==> src/rtl/lf_edge_period_detect.sv <==
// lf_edge_period_detect: LF envelope tracker, debounced hysteretic edge
// detector and edge-to-edge period meter. Define LF_ED_ENV_FREEZE_EN to add env_freeze.
module lf_edge_period_detect #(
   parameter int DW          = 8,
   parameter int DEBOUNCE    = 2,
   parameter int DECAY_SHIFT = 10,
   parameter int PW          = 16
) (
   input  logic          pck0,
   input  logic          rst,
   input  logic          sample_valid,
   input  logic [DW-1:0] sample,
   input  logic [DW-1:0] threshold,
   input  logic          toggle_mode,
`ifdef LF_ED_ENV_FREEZE_EN
   input  logic          env_freeze,
`endif
   output logic [DW-1:0] max_env,
   output logic [DW-1:0] min_env,
   output logic          edge_state,
   output logic          edge_toggle,
   output logic          edge_pulse,
   output logic          edge_out,
   output logic [PW-1:0] period,
   output logic          period_valid
);

   localparam int EW = DW + 1;
   localparam int CW = 4;
   localparam int TW = DECAY_SHIFT;

   localparam logic [CW-1:0] DB_MAX = CW'(DEBOUNCE);
   localparam logic [CW-1:0] C_ONE  = CW'(1);
   localparam logic [DW-1:0] D_ONE  = DW'(1);
   localparam logic [EW-1:0] X_ONE  = EW'(1);
   localparam logic [EW-1:0] X_FULL = {1'b0, {DW{1'b1}}};
   localparam logic [TW-1:0] T_ONE  = TW'(1);
   localparam logic [PW-1:0] P_ONE  = PW'(1);
   localparam logic [PW-1:0] P_MAX  = {PW{1'b1}};

   typedef enum logic {
      ST_LOW  = 1'b0,
      ST_HIGH = 1'b1
   } state_t;

   state_t state_q, state_d;

   logic [DW-1:0] max_q, max_d;
   logic [DW-1:0] min_q, min_d;
   logic [TW-1:0] dcnt_q, dcnt_d;
   logic [CW-1:0] hi_cnt_q, hi_cnt_d;
   logic [CW-1:0] lo_cnt_q, lo_cnt_d;
   logic          toggle_q, toggle_d;
   logic          pulse_q, pulse_d;
   logic [PW-1:0] pcnt_q, pcnt_d;
   logic [PW-1:0] period_q, period_d;
   logic          pvalid_q, pvalid_d;
   logic          first_q, first_d;

   logic          env_hold;
   logic          tick;

   logic [EW-1:0] max_x, min_x, thr_x, smp_x;
   logic [EW-1:0] mid_x, hi_raw, lo_sum, lo_raw;
   logic [EW-1:0] high_th, low_th, thr2_x;
   logic          armed;
   logic          ge_hi, le_lo;

   logic [CW-1:0] hi_inc, lo_inc;
   logic [CW-1:0] hi_nxt, lo_nxt;
   logic          rise, fall;
   logic [PW-1:0] pcnt_inc;

`ifdef LF_ED_ENV_FREEZE_EN
   assign env_hold = env_freeze;
`else
   assign env_hold = 1'b0;
`endif

   assign tick = &dcnt_q;

   // Envelope tracking with slow decay toward the opposite rail.
   always_comb begin
      max_d  = max_q;
      min_d  = min_q;
      dcnt_d = dcnt_q;
      if (sample_valid && !env_hold) begin
         dcnt_d = dcnt_q + T_ONE;
         if (sample > max_q) begin
            max_d = sample;
         end else if (tick && (max_x > (min_x + X_ONE))) begin
            max_d = max_q - D_ONE;
         end
         if (sample < min_q) begin
            min_d = sample;
         end else if (tick && ((min_x + X_ONE) < max_x)) begin
            min_d = min_q + D_ONE;
         end
      end
   end

   // Hysteresis thresholds and arming from the pre-update envelope.
   always_comb begin
      max_x  = {1'b0, max_q};
      min_x  = {1'b0, min_q};
      thr_x  = {1'b0, threshold};
      smp_x  = {1'b0, sample};
      mid_x  = (max_x + min_x) >> 1;
      hi_raw = (thr_x > max_x) ? '0 : (max_x - thr_x);
      high_th = (hi_raw > mid_x) ? hi_raw : mid_x;
      lo_sum = min_x + thr_x;
      lo_raw = (lo_sum > X_FULL) ? X_FULL : lo_sum;
      low_th = (lo_raw < mid_x) ? lo_raw : mid_x;
      thr2_x = thr_x << 1;
      armed  = (max_x > min_x) &&
               ((max_x - min_x) >= thr2_x);
      // high_th >= low_th always, so overlap only
      // happens when both are equal; high wins.
      ge_hi  = (smp_x >= high_th);
      le_lo  = (smp_x <= low_th) && !ge_hi;
   end

   // Saturating debounce run lengths and edge qualification.
   always_comb begin
      hi_inc = (hi_cnt_q >= DB_MAX) ? DB_MAX : (hi_cnt_q + C_ONE);
      lo_inc = (lo_cnt_q >= DB_MAX) ? DB_MAX : (lo_cnt_q + C_ONE);
      hi_nxt = ge_hi ? hi_inc : '0;
      lo_nxt = le_lo ? lo_inc : '0;
      rise   = sample_valid && armed &&
               (state_q == ST_LOW) && (hi_nxt == DB_MAX);
      fall   = sample_valid && armed &&
               (state_q == ST_HIGH) && (lo_nxt == DB_MAX);
      pcnt_inc = (pcnt_q == P_MAX) ? P_MAX : (pcnt_q + P_ONE);
   end

   // Edge FSM next state, strobes and period capture.
   always_comb begin
      state_d  = state_q;
      hi_cnt_d = hi_cnt_q;
      lo_cnt_d = lo_cnt_q;
      toggle_d = toggle_q;
      pulse_d  = 1'b0;
      pcnt_d   = pcnt_q;
      period_d = period_q;
      pvalid_d = 1'b0;
      first_d  = first_q;
      if (sample_valid) begin
         pcnt_d = pcnt_inc;
         if (!armed) begin
            hi_cnt_d = '0;
            lo_cnt_d = '0;
         end else if (rise || fall) begin
            state_d  = (state_q == ST_LOW) ? ST_HIGH : ST_LOW;
            toggle_d = !toggle_q;
            pulse_d  = 1'b1;
            hi_cnt_d = '0;
            lo_cnt_d = '0;
            period_d = pcnt_inc;
            pcnt_d   = '0;
            pvalid_d = !first_q;
            first_d  = 1'b0;
         end else begin
            hi_cnt_d = hi_nxt;
            lo_cnt_d = lo_nxt;
         end
      end
   end

   // State registers with asynchronous reset.
   always_ff @(posedge pck0 or posedge rst) begin
      if (rst) begin
         state_q  <= ST_LOW;
         max_q    <= '0;
         min_q    <= '1;
         dcnt_q   <= '0;
         hi_cnt_q <= '0;
         lo_cnt_q <= '0;
         toggle_q <= 1'b0;
         pulse_q  <= 1'b0;
         pcnt_q   <= '0;
         period_q <= '0;
         pvalid_q <= 1'b0;
         first_q  <= 1'b1;
      end else begin
         state_q  <= state_d;
         max_q    <= max_d;
         min_q    <= min_d;
         dcnt_q   <= dcnt_d;
         hi_cnt_q <= hi_cnt_d;
         lo_cnt_q <= lo_cnt_d;
         toggle_q <= toggle_d;
         pulse_q  <= pulse_d;
         pcnt_q   <= pcnt_d;
         period_q <= period_d;
         pvalid_q <= pvalid_d;
         first_q  <= first_d;
      end
   end

   assign max_env      = max_q;
   assign min_env      = min_q;
   assign edge_state   = (state_q == ST_HIGH);
   assign edge_toggle  = toggle_q;
   assign edge_pulse   = pulse_q;
   assign edge_out     = toggle_mode ? toggle_q : edge_state;
   assign period       = period_q;
   assign period_valid = pvalid_q;

endmodule

==> config.mk <==
export PLATFORM = sky130hd
export DESIGN_NAME = lf_edge_period_detect
export DESIGN_NICKNAME = d
export VERILOG_FILES = /design/src/rtl/lf_edge_period_detect.sv
export SDC_FILE = /design/constraint.sdc
export NUM_CORES = 1
export LEC_CHECK = 0
export BUFFER_PORTS_ARGS = -buffer_cell sky130_fd_sc_hd__buf_2
export CAP_MARGIN = 10
export CORE_MARGIN = 2
export CORE_UTILIZATION = 40
export DETAILED_ROUTE_END_ITERATION = 10
export GPL_TIMING_DRIVEN = 1
export PLACE_DENSITY = 0.6
export SETUP_SLACK_MARGIN = 0.4
export SYNTH_ARGS = -nofsm -noshare
export SYNTH_HDL_FRONTEND = slang
export SYNTH_SLANG_ARGS = --single-unit
==> constraint.sdc <==
create_clock -name pck0 -period 6.2 [get_ports pck0]
set_input_delay 1.24 -clock pck0 [delete_from_list [all_inputs] [get_ports pck0]]
set_output_delay 1.24 -clock pck0 [all_outputs]
set_load 0.005 [all_outputs]
**After elaboration in Yosys (flattened, before gate mapping)**

Index checks and enable logic that the tools add are counted.

- Word-level logic and storage cells: 87
- Bits in registers: 71

- Eq/ne operators: 3
- Reduce and logical (&&, ||, !) cells: 19
- Bitwise gates (word level): 1
- Add/sub/neg operators: 11
- $lt $le $gt $ge: 14
- Multiplexer cells: 27

Operator list:

| operator | count |
|---|---|
| 2-to-1 mux 16 bit | 3 |
| 2-to-1 mux 9 bit | 4 |
| 2-to-1 mux 4 bit | 8 |
| 2-to-1 mux 8 bit | 4 |
| greater-than comparator 8 bit | 3 |
| adder 8 x 8 -> 9 bit | 2 |
| < comparator 9 x 8 -> 1 bit | 2 |
| subtractor 8 x 8 -> 9 bit | 2 |
| adder 16 x 1 -> 16 bit (second input constant) | 1 |
| == test 16 bit (second input constant) | 1 |
| adder 10 x 1 -> 10 bit (second input constant) | 1 |
| AND reduction 10 bit | 1 |
| adder 8 x 1 -> 9 bit (second input constant) | 1 |
| >= comparator 8 x 9 -> 1 bit | 1 |
| >= comparator 9 bit | 1 |
| greater-than comparator 8 x 9 -> 1 bit | 1 |
| greater-than comparator 9 x 8 -> 1 bit | 1 |
| greater-than comparator 9 x 8 -> 1 bit (second input constant) | 1 |
| less-or-equal comparator 8 x 9 -> 1 bit | 1 |
| logical AND 1 bit | 9 |
| adder 4 x 1 -> 4 bit (second input constant) | 2 |
| adder 8 x 1 -> 8 bit (second input constant) | 1 |
| == test 4 x 2 -> 1 bit (second input constant) | 2 |
| >= comparator 4 x 2 -> 1 bit (second input constant) | 2 |
| 9 further kinds | 20 |

**Depth between registers and ports, before layout**

Gate-level depths: netlist (run 1).

- Word-level depth: 14
- Depth in mapped cells: 26

**Worst setup path after synthesis (run 1)**

Ideal clock, no wire load.

- Path type: input -> register
- Start: in threshold[0]
- End: reg period_q[0] (netlist: period[0])
- Stages on the path: 23
- Path buffers: 1
- Data arrival time: 6215 ps
- Data required time: 6075 ps
- Library setup time: 125 ps
- Path slack: -140 ps
- Path through: ha_1 fa_1 a21o_1 a21oi_1 nor2b_1 or2_2 a31oi_1 and2_1 inv_1 ha_1 nand4_1 o31a_1 o21ai_2 mux2_2 ha_1 nor2b_1 o31ai_1 a31oi_1 o22ai_1 nand4b_1 mux2i_4 buf_12 mux2_4

- Longest elaborated chain between the ends: 12
- Elaborated cells between the ends (all ways): 27
- Classes of those cells: add/sub: 2; order compare: 7; eq/ne: 2; mux: 6; reduce/logical: 10

Ends and longest elaborated chain:

| item | RTL line | text |
|---|---|---|
| from (decl) | 13 | `input logic [DW-1:0] threshold,` |
| adder 8 x 8 -> 9 bit, or another cell as far along | 111 | `lo_sum = min_x + thr_x;` |
| greater-than comparator 9 x 8 -> 1 bit / 2-to-1 mux 9 bit (equally long branches) | 112, 109 |  |
| 2-to-1 mux 9 bit / greater-than comparator 9 x 8 -> 1 bit (equally long branches) | 112, 110 |  |
| < comparator 9 x 8 -> 1 bit / 2-to-1 mux 9 bit (equally long branches) | 113, 110 |  |
| 2-to-1 mux 9 bit / >= comparator 8 x 9 -> 1 bit (equally long branches) | 113, 119 |  |
| less-or-equal comparator 8 x 9 -> 1 bit / zero test 1 bit (equally long branches) | 120 | `le_lo = (smp_x <= low_th) && !ge_hi;` |
| logical AND 1 bit | 120 |  |
| 2-to-1 mux 4 bit | 128 | `lo_nxt = le_lo ? lo_inc : '0;` |
| == test 4 x 2 -> 1 bit | 132 | `(state_q == ST_HIGH) && (lo_nxt == DB_MAX);` |
| logical AND 1 bit | 132 |  |
| logical OR 1 bit | 152 | `end else if (rise \|\| fall) begin` |
| AND reduction 3 bit (no source line) * | - |  |
| to (signal assigned) | 194 | `period_q <= period_d;` |
| to (decl) | 56 | `logic [PW-1:0] period_q, period_d;` |

Mark *: on every way between the ends. The rest lies on a longest branch, timed or not.
A chain may end at the register's enable or synchronous reset.

**Worst setup path after layout (run 1)**

- Start: in threshold[2]
- End: reg period_q[2] (netlist: period[2])

The elaborated chain is that of the path after synthesis.

==> impl_metrics.xml, run 1 <==
<?xml version="1.0" encoding="UTF-8"?>
<metrics>
  <group name="synthesis">
    <metric name="synth-edff-count" unit="">0</metric>
    <metric name="synth_async_sr_flop_share" unit="">1.00</metric>
    <metric name="synth_warnings" unit="">0</metric>
    <metric name="most_frequent_cell_after_synthesis" unit="">ha_1</metric>
    <metric name="net_count_after_synthesis" unit="">897</metric>
    <metric name="yosys.area.top_type" unit="">dfrtp_1</metric>
    <metric name="synth_top_flop_cell" unit="">dfrtp_1</metric>
    <metric name="synthTopCellsByArea" unit="">dfrtp_1 23%, ha_1 18%, xnor2_1 3.6%</metric>
    <metric name="postSynthCellCount" unit="">772</metric>
    <metric name="synthDistinctLibCells" unit="">70</metric>
    <metric name="syn-mean-instance-area" unit="um^2">8.92</metric>
    <metric name="syn_area" unit="um^2">6890</metric>
    <metric name="synth_top_cells_by_count" unit="">101 x ha_1, 62 x dfrtp_1, 61 x inv_1, 58 x nand2_1, 56 x nor2_1</metric>
    <metric name="postSynthRegisterBits" unit="">71</metric>
    <metric name="yosysSeqAreaShare" unit="">0.260</metric>
    <metric name="synth_largest_type_area_fraction" unit="">0.225</metric>
  </group>
  <group name="critical_path">
    <metric name="worst_path_largest_cell_delay" unit="ns">0.33</metric>
    <metric name="setup.worst_path.start_class" unit="">input port</metric>
    <metric name="crit_path_frequent_cell" unit="">buf_4</metric>
    <metric name="worstPathRequired" unit="ns">6.42</metric>
    <metric name="critical_path.slowest_cell" unit="">ha_1</metric>
    <metric name="criticalPathCategory" unit="">input port to flip-flop</metric>
    <metric name="cp-end-kind" unit="">flip-flop</metric>
    <metric name="critical_path_peak_fanout" unit="">8</metric>
    <metric name="worst_ep_arrival_time" unit="ns">6.25</metric>
    <metric name="crit_path_start" unit="">threshold[2]</metric>
    <metric name="worst_r2r_startpoint" unit="">min_env[0]</metric>
  </group>
  <group name="sta">
    <metric name="setup_repair_after_global_routing_missed_its_margin" unit="">true</metric>
    <metric name="fin_crit" unit="ns">6.03</metric>
    <metric name="max_clock_freq" unit="MHz">166</metric>
    <metric name="max_slew.worst_pin.slew" unit="ns">0.970</metric>
    <metric name="report.final.setup_viol" unit="">0</metric>
    <metric name="max-slew-margin-rel" unit="">0.347</metric>
    <metric name="post-route-period-util" unit="">0.973</metric>
    <metric name="final_setup_skew" unit="ns">0.00648</metric>
    <metric name="slew_violations" unit="">0</metric>
    <metric name="final-hold-violation-count" unit="">0</metric>
  </group>
  <group name="floorplan">
    <metric name="floorplan.die_area" unit="um^2">18300</metric>
    <metric name="die_width" unit="um">135</metric>
    <metric name="rows" unit="">47</metric>
    <metric name="start_util" unit="">0.412</metric>
    <metric name="boundaryPins" unit="">57</metric>
    <metric name="core-area" unit="um^2">16700</metric>
    <metric name="die_h" unit="um">135</metric>
  </group>
  <group name="cts">
    <metric name="worst_skew_pair.late_latency" unit="ns">0.34</metric>
    <metric name="cts_max_level" unit="">3</metric>
    <metric name="number_of_clock_buffers_inserted_by_tritoncts" unit="">9</metric>
    <metric name="holdBufCountCts" unit="">0</metric>
    <metric name="tritoncts_clock_tree" unit="">done</metric>
    <metric name="register_clock_pin_slew_on_the_reported_worst_setup_and_hold_paths" unit="ns">0.06</metric>
    <metric name="ctsLongestPathBuffers" unit="">2</metric>
    <metric name="cts_root_buf" unit="">clkbuf_16</metric>
    <metric name="cts_sinks" unit="">71</metric>
  </group>
  <group name="grt">
    <metric name="groute.layer.met2.usage" unit="">0.334</metric>
    <metric name="number_of_antenna_violations_at_the_first_check_in_global_routing" unit="">0</metric>
    <metric name="globalRouteMet3Util" unit="">0.0266</metric>
    <metric name="wire_length_of_the_first_global_routing_pass" unit="um">30700</metric>
    <metric name="vias_in_the_first_global_route" unit="">5981</metric>
    <metric name="grt_start_max_net_pins" unit="">72</metric>
    <metric name="globalRouteTotalUtil" unit="">0.211</metric>
    <metric name="global_route.peak_usage_layer" unit="">met2</metric>
    <metric name="grt_overflow_total" unit="">0</metric>
    <metric name="global_routing_usage_on_met1" unit="">0.301</metric>
  </group>
  <group name="routing">
    <metric name="dr.pass1.iters" unit="">5</metric>
    <metric name="detail_route.iter0.violations" unit="">359</metric>
    <metric name="drc" unit="">0</metric>
    <metric name="post_drt_via_cell_ratio" unit="">5.54</metric>
    <metric name="routed_wl" unit="um">19000</metric>
    <metric name="route.vias.total" unit="">6249</metric>
    <metric name="antenna_left" unit="">0</metric>
    <metric name="drt-wirelength-per-cell" unit="um">16.9</metric>
  </group>
  <group name="status">
    <metric name="status" unit="">finished, final reports clean</metric>
  </group>
  <group name="layout">
    <metric name="multi_input_comb_area" unit="um^2">5090</metric>
    <metric name="number_of_inserted_diodes" unit="">0</metric>
    <metric name="nets" unit="">1027</metric>
    <metric name="area_growth_syn_to_layout" unit="%">27.6</metric>
    <metric name="fillerInstances" unit="">1557</metric>
    <metric name="layout.core_utilization" unit="">0.526</metric>
    <metric name="layout.cells.non_filler" unit="">1127</metric>
    <metric name="drive_gt1_frac" unit="">0.289</metric>
    <metric name="sequential_cell_area" unit="um^2">1790</metric>
  </group>
  <group name="hold_path">
    <metric name="hold_class" unit="">flip-flop to flip-flop</metric>
    <metric name="worst_hold_startpoint" unit="">first_q</metric>
  </group>
  <group name="placement">
    <metric name="port_buffers" unit="">56</metric>
    <metric name="dp.cells" unit="">1078</metric>
    <metric name="gp_routability_congestion" unit="">0.862</metric>
    <metric name="dpl.hpwl" unit="um">14100</metric>
  </group>
  <group name="flow_run">
    <metric name="max-cap-violations" unit="">0</metric>
  </group>
</metrics>
==> worst paths after layout <==
kind                            cells after the start  slack, ns           to
worst max-delay path                               33       0.17    period[2]
worst min-delay path                                2       0.45      first_q
worst max register to register                     34       0.48    period[2]
worst min register to register                      2       0.45      first_q
max in group asynchronous                           3       4.45    pcnt_q[4]
min in group asynchronous                           3       1.17  edge_toggle
==> routing by layer <==
layer / part of all wire / wire (um) / vias up
li1: - / - / 3080
met1: 0.48 / 9140 / 3008
met2: 0.46 / 8720 / 134
met3: 0.043 / 819 / 27
met4: 0.018 / 346 / 0
met5: 0 / 0 / -
==> cell usage in the layout, fill, tap and decap left out, types with 28 or more instances in the layout <==
cell     instances
inv_1           53
nor2_1          54
nand2_1         56
xnor2_1         28
buf_2           55
buf_4           69
a21oi_1         32
dfrtp_1         62
nand3_1         28
ha_1            89
==> area by class of cell <==
type,instances,area share
Multi-Input combinational cell,618,0.579
Sequential cell,71,0.203
Timing Repair Buffer,141,0.119
Tap cell,220,0.0313
Inverter,61,0.0275
Clock buffer,9,0.0256
Clock inverter,7,0.0145
==> repair_timing <==
action / 4_1_cts / 5_1_grt
resized for setup: 24 / 28
setup buffers: 22 / 10
setup endpoints to repair: 27 / 38
cloned: 1 / 0
pin swaps: 14 / 26
==> flip-flops by register name, indices dropped and copies added, names as in the netlist <==
register	cells
dcnt_q	10
edge_pulse	1
edge_state	1
edge_toggle	1
first_q	1
hi_cnt_q	4
lo_cnt_q	4
max_env	8
min_env	8
pcnt_q	16
period	16
period_valid	1
==> critical path: cells and delay by family <==
family                     cells  cell delay, ns
and+or+nand+nor                5            0.64
adders and majority gates      2            0.57
buffers and inverters         17            2.11
AOI/OAI and AO/OA              6            0.85
muxes                          3            0.82
==> stage by stage <==
stage	cell area [um^2]	hold slack (ns)	TNS (ns)	worst slack, ns
after floorplan	7070	0.428	0	0.250
after global placement	7920	0.443	-2.38	-0.137
after detailed placement	7920	0.441	-3.20	-0.178
after CTS	8570	0.451	0	0.274
after global routing	8790	0.477	0	0.00160
final	8790	0.449	0	0.165
==> cells by family after synthesis <==
group,count (synthesis),share of synthesized area
AO/OA/AOI/OAI,184,0.191
XOR/XNOR,44,0.0559
adder cells (fa/ha/maj),105,0.195
buffers and inverters,83,0.0503
flip-flops,71,0.260
multiplexers,41,0.0714
AND/OR/NAND/NOR,244,0.177
Power of run 1 is not shown: default switching activity piles up to over one toggle a cycle in this logic, so the estimate is an artifact.
==> inputs of run 2 (changes only) <==
Settings changed: SETUP_SLACK_MARGIN 0.4 to 0.02, SLEW_MARGIN set to 20.
==> run 2 against run 1 <==
  * Worst setup slack better by 0.0024 ns
  * Routed wire length grew 0.97%
  * Non-clock buffer count is 6 higher
  * Global-route usage fell by 0.13 points
  * Cell count increased by 0.53%
  * Die area did not move
==> impl_metrics.xml, run 2 (synthesis gave the netlist of run 1 again) <==
<?xml version="1.0" encoding="UTF-8"?>
<metrics>
  <group name="sta">
    <metric name="post-route-period-util" unit="">0.973</metric>
    <metric name="timing.final.ws_setup" unit="ns">0.168</metric>
    <metric name="final_setup_skew" unit="ns">0.00823</metric>
    <metric name="final-hold-violation-count" unit="">0</metric>
    <metric name="slew_violations" unit="">0</metric>
    <metric name="fin_crit" unit="ns">6.03</metric>
    <metric name="setup_repair_after_global_routing_missed_its_margin" unit="">true</metric>
    <metric name="max-slew-margin-rel" unit="">0.321</metric>
    <metric name="max_slew.worst_pin.slew" unit="ns">1.01</metric>
    <metric name="finalHoldWorstSlack" unit="ns">0.450</metric>
    <metric name="max_clock_freq" unit="MHz">166</metric>
    <metric name="report.final.setup_viol" unit="">0</metric>
  </group>
  <group name="floorplan">
    <metric name="rows" unit="">47</metric>
    <metric name="start_util" unit="">0.412</metric>
    <metric name="floorplan.die_area" unit="um^2">18300</metric>
    <metric name="boundaryPins" unit="">57</metric>
    <metric name="core-area" unit="um^2">16700</metric>
    <metric name="die_width" unit="um">135</metric>
    <metric name="die_h" unit="um">135</metric>
  </group>
  <group name="routing">
    <metric name="post_drt_via_cell_ratio" unit="">5.48</metric>
    <metric name="dr.pass1.iters" unit="">5</metric>
    <metric name="drt-wirelength-per-cell" unit="um">17.0</metric>
    <metric name="drt-met1-wl" unit="um">9350</metric>
    <metric name="wl_met2" unit="um">8830</metric>
    <metric name="route.vias.total" unit="">6212</metric>
    <metric name="highest_routed_layer" unit="">met4</metric>
    <metric name="total_length_of_routed_met3_wires" unit="um">839</metric>
    <metric name="routed_wl" unit="um">19200</metric>
    <metric name="antenna_left" unit="">0</metric>
    <metric name="drc" unit="">0</metric>
    <metric name="detail_route.iter0.violations" unit="">465</metric>
  </group>
  <group name="placement">
    <metric name="port_buffers" unit="">56</metric>
    <metric name="dpl.hpwl" unit="um">14600</metric>
    <metric name="dp_worst_setup_slack" unit="ns">-0.346</metric>
    <metric name="gp_routability_congestion" unit="">0.890</metric>
    <metric name="detailed_place.area" unit="um^2">7990</metric>
    <metric name="dp.cells" unit="">1106</metric>
  </group>
  <group name="critical_path">
    <metric name="criticalPathCategory" unit="">input port to flip-flop</metric>
    <metric name="worst_ep_arrival_time" unit="ns">6.26</metric>
    <metric name="critical_path_peak_fanout" unit="">7</metric>
    <metric name="worstPathRequired" unit="ns">6.43</metric>
    <metric name="cp-end-kind" unit="">flip-flop</metric>
    <metric name="timing.reg2reg.worst_path_depth" unit="">24</metric>
    <metric name="setup.worst_path.start_class" unit="">input port</metric>
  </group>
  <group name="layout">
    <metric name="number_of_inserted_diodes" unit="">0</metric>
    <metric name="area_growth_syn_to_layout" unit="%">24.8</metric>
    <metric name="drive_gt1_frac" unit="">0.273</metric>
    <metric name="layout.cell_area.non_filler" unit="um^2">8600</metric>
    <metric name="layout.cells.most_common" unit="">ha_1</metric>
    <metric name="layout.cells.non_filler" unit="">1133</metric>
    <metric name="mostFrequentLayoutCells" unit="">92 x ha_1, 87 x buf_4, 62 x dfrtp_1, 57 x nand2_1, 57 x inv_1</metric>
    <metric name="nets" unit="">1033</metric>
  </group>
  <group name="grt">
    <metric name="vias_in_the_first_global_route" unit="">5919</metric>
    <metric name="grt_overflow_total" unit="">0</metric>
    <metric name="grt_start_max_net_pins" unit="">72</metric>
    <metric name="number_of_antenna_violations_at_the_first_check_in_global_routing" unit="">0</metric>
    <metric name="globalRouteTotalUtil" unit="">0.209</metric>
    <metric name="wire_length_of_the_first_global_routing_pass" unit="um">29800</metric>
  </group>
  <group name="flow_run">
    <metric name="max-cap-violations" unit="">0</metric>
  </group>
  <group name="cts">
    <metric name="number_of_clock_buffers_inserted_by_tritoncts" unit="">9</metric>
    <metric name="worst_skew_pair.late_latency" unit="ns">0.34</metric>
    <metric name="cts_sinks" unit="">71</metric>
    <metric name="ctsLongestPathBuffers" unit="">2</metric>
    <metric name="cts_max_level" unit="">3</metric>
    <metric name="tritoncts_clock_tree" unit="">done</metric>
    <metric name="register_clock_pin_slew_on_the_reported_worst_setup_and_hold_paths" unit="ns">0.07</metric>
    <metric name="cts_root_buf" unit="">clkbuf_16</metric>
  </group>
  <group name="hold_path">
    <metric name="hold_class" unit="">flip-flop to flip-flop</metric>
    <metric name="hold_path_depth" unit="">2</metric>
  </group>
  <group name="status">
    <metric name="status" unit="">finished, final reports clean</metric>
  </group>
</metrics>
run 2: repair_timing:
| action | CTS | global route |
|---|---|---|
| endpoints found under the setup margin | 7 | 36 |
| cloned | 1 | 1 |
| buffers inserted | 2 | 8 |
| pin swaps | 5 | 20 |
| hold buffers | 0 | 0 |
| resized for setup | 3 | 40 |
run 2: worst paths after layout:
kind                              start           end  slack (ns)
max                        threshold[0]     period[4]        0.17
min                             first_q       first_q        0.45
max in group asynchronous           rst     dcnt_q[0]        4.46
min in group asynchronous           rst  period_valid        1.15
min reg2reg                     first_q       first_q        0.45
max reg2reg                  min_env[0]     period[4]        0.35
run 2: final cells by class:
class | instances | area [um^2]
Tap cell | 220 | 275
Sequential cell | 71 | 1790
Multi-Input combinational cell | 618 | 5000
Clock inverter | 7 | 61.3
Timing Repair Buffer | 147 | 1020
Inverter | 61 | 229
Fill cell | 1591 | 8100
Clock buffer | 9 | 225
run 2: metal layers:
layer	global-route usage	up-vias
met5	0	-
met4	0.0509	0
met3	0.0262	13
met2	0.337	136
met1	0.300	2971
li1	-	3092
run 2: metrics by stage:
step | TNS [ns] | util
floorplan | 0 | -
global placement | -6.25 | 0.479
detailed placement | -8.61 | 0.479
CTS | 0 | 0.499
global route | -0.0923 | 0.515
finish | 0 | 0.515
run 2: worst max-delay path: stages:
cell and delay (ns):
buf_8 0.10, ha_4 0.15, fa_2 0.38, a21o_1 0.20, a21oi_2 0.15, nor2b_1 0.08
or2_4 0.25, a31o_4 0.26, nor2_2 0.10, inv_1 0.05, ha_1 0.17, a21o_1 0.17
a21o_1 0.19, a21oi_2 0.15, o31a_1 0.20, o21ai_4 0.11, buf_6 0.13, mux2i_2 0.14
ha_1 0.33, o211a_1 0.24, o31ai_2 0.06, a31oi_1 0.12, o22ai_1 0.14, buf_4 0.14
nand4b_1 0.14, mux2i_4 0.32, clkbuf_16 0.23, mux2_4 0.30
Power of run 2 is left out for the same reason.
==> inputs of run 3 (changes only) <==
Settings changed: PLACE_DENSITY 0.6 to 0.62.
Clock period 6.2 ns to 4.9 ns, I/O delays scaled along.
==> run 3 against run 2 <==
  * Worst hold slack better by 0.020 ns
  * Routed wire length is 7.6% higher
  * Global-route usage up 1.7 points
  * Register-to-register slack lost 0.95 ns
  * Critical path depth down 3
  * Worst setup slack worse by 1.0 ns
  * Critical path type unchanged
  * Die area is the same
  * Largest cell class unchanged
  * Final area is 12% higher
  * Count of clock-buffer cells in the layout unchanged
  * First-iteration DRC count fell by 34%
  * The run now ends with setup timing left
  * Flip-flop and latch count is the same
  * Via count increased by 5.0%
==> impl_metrics.xml, run 3 (synthesis gave the netlist of run 1 again) <==
<?xml version="1.0" encoding="UTF-8"?>
<metrics>
  <group name="sta">
    <metric name="report.final.setup_viol" unit="">43</metric>
    <metric name="post-route-period-util" unit="">1.18</metric>
    <metric name="final-hold-violation-count" unit="">0</metric>
    <metric name="max_slew.worst_pin.slew" unit="ns">0.954</metric>
    <metric name="setup_repair_after_global_routing_missed_its_margin" unit="">true</metric>
    <metric name="fin_crit" unit="ns">5.77</metric>
    <metric name="timing.final.ws_setup" unit="ns">-0.867</metric>
    <metric name="slew_violations" unit="">0</metric>
    <metric name="max_clock_freq" unit="MHz">173</metric>
    <metric name="max-slew-margin-rel" unit="">0.358</metric>
    <metric name="final_setup_skew" unit="ns">0.00958</metric>
    <metric name="timing.setup.tns" unit="ns">-30.40</metric>
  </group>
  <group name="critical_path">
    <metric name="setup.worst_path.start_class" unit="">input port</metric>
    <metric name="cp-end-kind" unit="">flip-flop</metric>
    <metric name="critical_path_peak_fanout" unit="">6</metric>
    <metric name="worst_ep_arrival_time" unit="ns">5.99</metric>
    <metric name="criticalPathCategory" unit="">input port to flip-flop</metric>
    <metric name="worstPathRequired" unit="ns">5.13</metric>
  </group>
  <group name="routing">
    <metric name="routed_wl" unit="um">20700</metric>
    <metric name="post_drt_via_cell_ratio" unit="">5.40</metric>
    <metric name="drc" unit="">0</metric>
    <metric name="antenna_left" unit="">0</metric>
    <metric name="detail_route.iter0.violations" unit="">308</metric>
    <metric name="dr.pass1.iters" unit="">5</metric>
    <metric name="route.vias.total" unit="">6525</metric>
    <metric name="drt-wirelength-per-cell" unit="um">17.1</metric>
  </group>
  <group name="grt">
    <metric name="vias_in_the_first_global_route" unit="">6425</metric>
    <metric name="groute.layer.met2.usage" unit="">0.379</metric>
    <metric name="globalRouteTotalUtil" unit="">0.226</metric>
    <metric name="grt_overflow_total" unit="">0</metric>
    <metric name="global_routing_usage_on_met1" unit="">0.309</metric>
    <metric name="globalRouteMet3Util" unit="">0.0269</metric>
    <metric name="grt_start_max_net_pins" unit="">51</metric>
    <metric name="global_route.peak_usage_layer" unit="">met2</metric>
    <metric name="number_of_antenna_violations_at_the_first_check_in_global_routing" unit="">0</metric>
    <metric name="wire_length_of_the_first_global_routing_pass" unit="um">32500</metric>
  </group>
  <group name="layout">
    <metric name="drive_gt1_frac" unit="">0.376</metric>
    <metric name="layout.cells.most_common" unit="">buf_4</metric>
    <metric name="nets" unit="">1109</metric>
    <metric name="mostFrequentLayoutCells" unit="">150 x buf_4, 85 x ha_1, 62 x dfrtp_1, 56 x nand2_1</metric>
    <metric name="area_growth_syn_to_layout" unit="%">40.1</metric>
    <metric name="number_of_inserted_diodes" unit="">0</metric>
  </group>
  <group name="cts">
    <metric name="register_clock_pin_slew_on_the_reported_worst_setup_and_hold_paths" unit="ns">0.06</metric>
    <metric name="ctsLongestPathBuffers" unit="">2</metric>
    <metric name="cts_max_level" unit="">3</metric>
    <metric name="number_of_clock_buffers_inserted_by_tritoncts" unit="">9</metric>
    <metric name="tritoncts_clock_tree" unit="">done</metric>
    <metric name="worst_skew_pair.late_latency" unit="ns">0.35</metric>
    <metric name="cts_sinks" unit="">71</metric>
    <metric name="cts_root_buf" unit="">clkbuf_16</metric>
  </group>
  <group name="placement">
    <metric name="port_buffers" unit="">56</metric>
    <metric name="gp_routability_congestion" unit="">0.887</metric>
    <metric name="dpl.hpwl" unit="um">15400</metric>
  </group>
  <group name="floorplan">
    <metric name="core-area" unit="um^2">16700</metric>
    <metric name="die_width" unit="um">135</metric>
    <metric name="boundaryPins" unit="">57</metric>
    <metric name="die_h" unit="um">135</metric>
    <metric name="rows" unit="">47</metric>
    <metric name="floorplan.die_area" unit="um^2">18300</metric>
    <metric name="start_util" unit="">0.412</metric>
  </group>
  <group name="flow_run">
    <metric name="max-cap-violations" unit="">0</metric>
  </group>
  <group name="status">
    <metric name="status" unit="">finished, violations left</metric>
    <metric name="violations" unit="">setup timing</metric>
  </group>
  <group name="hold_path">
    <metric name="hold_class" unit="">flip-flop to flip-flop</metric>
  </group>
</metrics>
[run 3: cell count changes in the layout (fill, tap and decap cells not counted), sizes merged]
cell / delta
clkinv: +2
inv: -2
clkbuf: +1
buf: +75
[run 3: path summary, 6_finish.rpt]
kind                                   start           end  slack, ns  cells past startpoint
min in group asynchronous                rst  period_valid       0.78                      2
worst max-delay path            threshold[0]    period[13]      -0.87                     25
worst min-delay path               dcnt_q[9]     dcnt_q[9]       0.47                      1
worst max register to register    min_env[0]    period[13]      -0.60                     25
max in group asynchronous                rst    min_env[0]       3.12                      3
worst min register to register     dcnt_q[9]     dcnt_q[9]       0.47                      1
[run 3: final cells by class]
class | count | area [um^2]
tap | 220 | 275
inverter | 61 | 244
sequential | 71 | 1790
clock inverter | 7 | 66.3
multi-input combinational | 618 | 5320
clock buffer | 9 | 225
timing repair buffer | 223 | 1730
fill | 1467 | 7050
[run 3: metal layers]
layer / vias to the layer above / wire (um)
li1: 3258 / -
met5: - / 0
met2: 113 / 9730
met3: 27 / 629
met1: 3127 / 9950
met4: 0 / 371
[run 3: repair_timing]
action | 4_1_cts | 5_1_grt
hold buffers | 0 | 0
gates cloned | 2 | 2
endpoints found under the hold margin | 0 | 0
resized for setup | 45 | 44
setup buffers | 17 | 6
pin swaps | 23 | 19
setup endpoints to repair | 43 | 43
[run 3: worst max-delay path, cell delays in order]
cell and delay, ns:
buf_8 0.10, ha_4 0.15, fa_2 0.38, a21o_1 0.20, a21oi_2 0.18, nor2b_2 0.08, or2_4 0.27, a31oi_4 0.19
and2_4 0.18, inv_2 0.04, ha_4 0.26, nand4_1 0.09, o31a_1 0.28, o21ai_4 0.28, buf_6 0.14, mux2_4 0.31
ha_4 0.26, a211oi_2 0.24, a31oi_2 0.14, o22ai_2 0.22, nand4b_1 0.18, mux2i_4 0.25, buf_12 0.16, buf_12 0.13
mux2_4 0.30
[run 3: per-stage QoR]
step / cells / setup WS (ns) / util / hold WS, ns / instance area (um^2)
floorplan: 772 / -0.790 / - / 0.429 / 7140
global placement: 1168 / -1.16 / 0.520 / 0.442 / 8680
detailed placement: 1168 / -1.24 / 0.520 / 0.454 / 8680
CTS: 1203 / -0.876 / 0.562 / 0.464 / 9390
global route: 1209 / -1.09 / 0.578 / 0.491 / 9650
finish: 1209 / -0.867 / 0.578 / 0.470 / 9650
Power of run 3 is left out for the same reason.
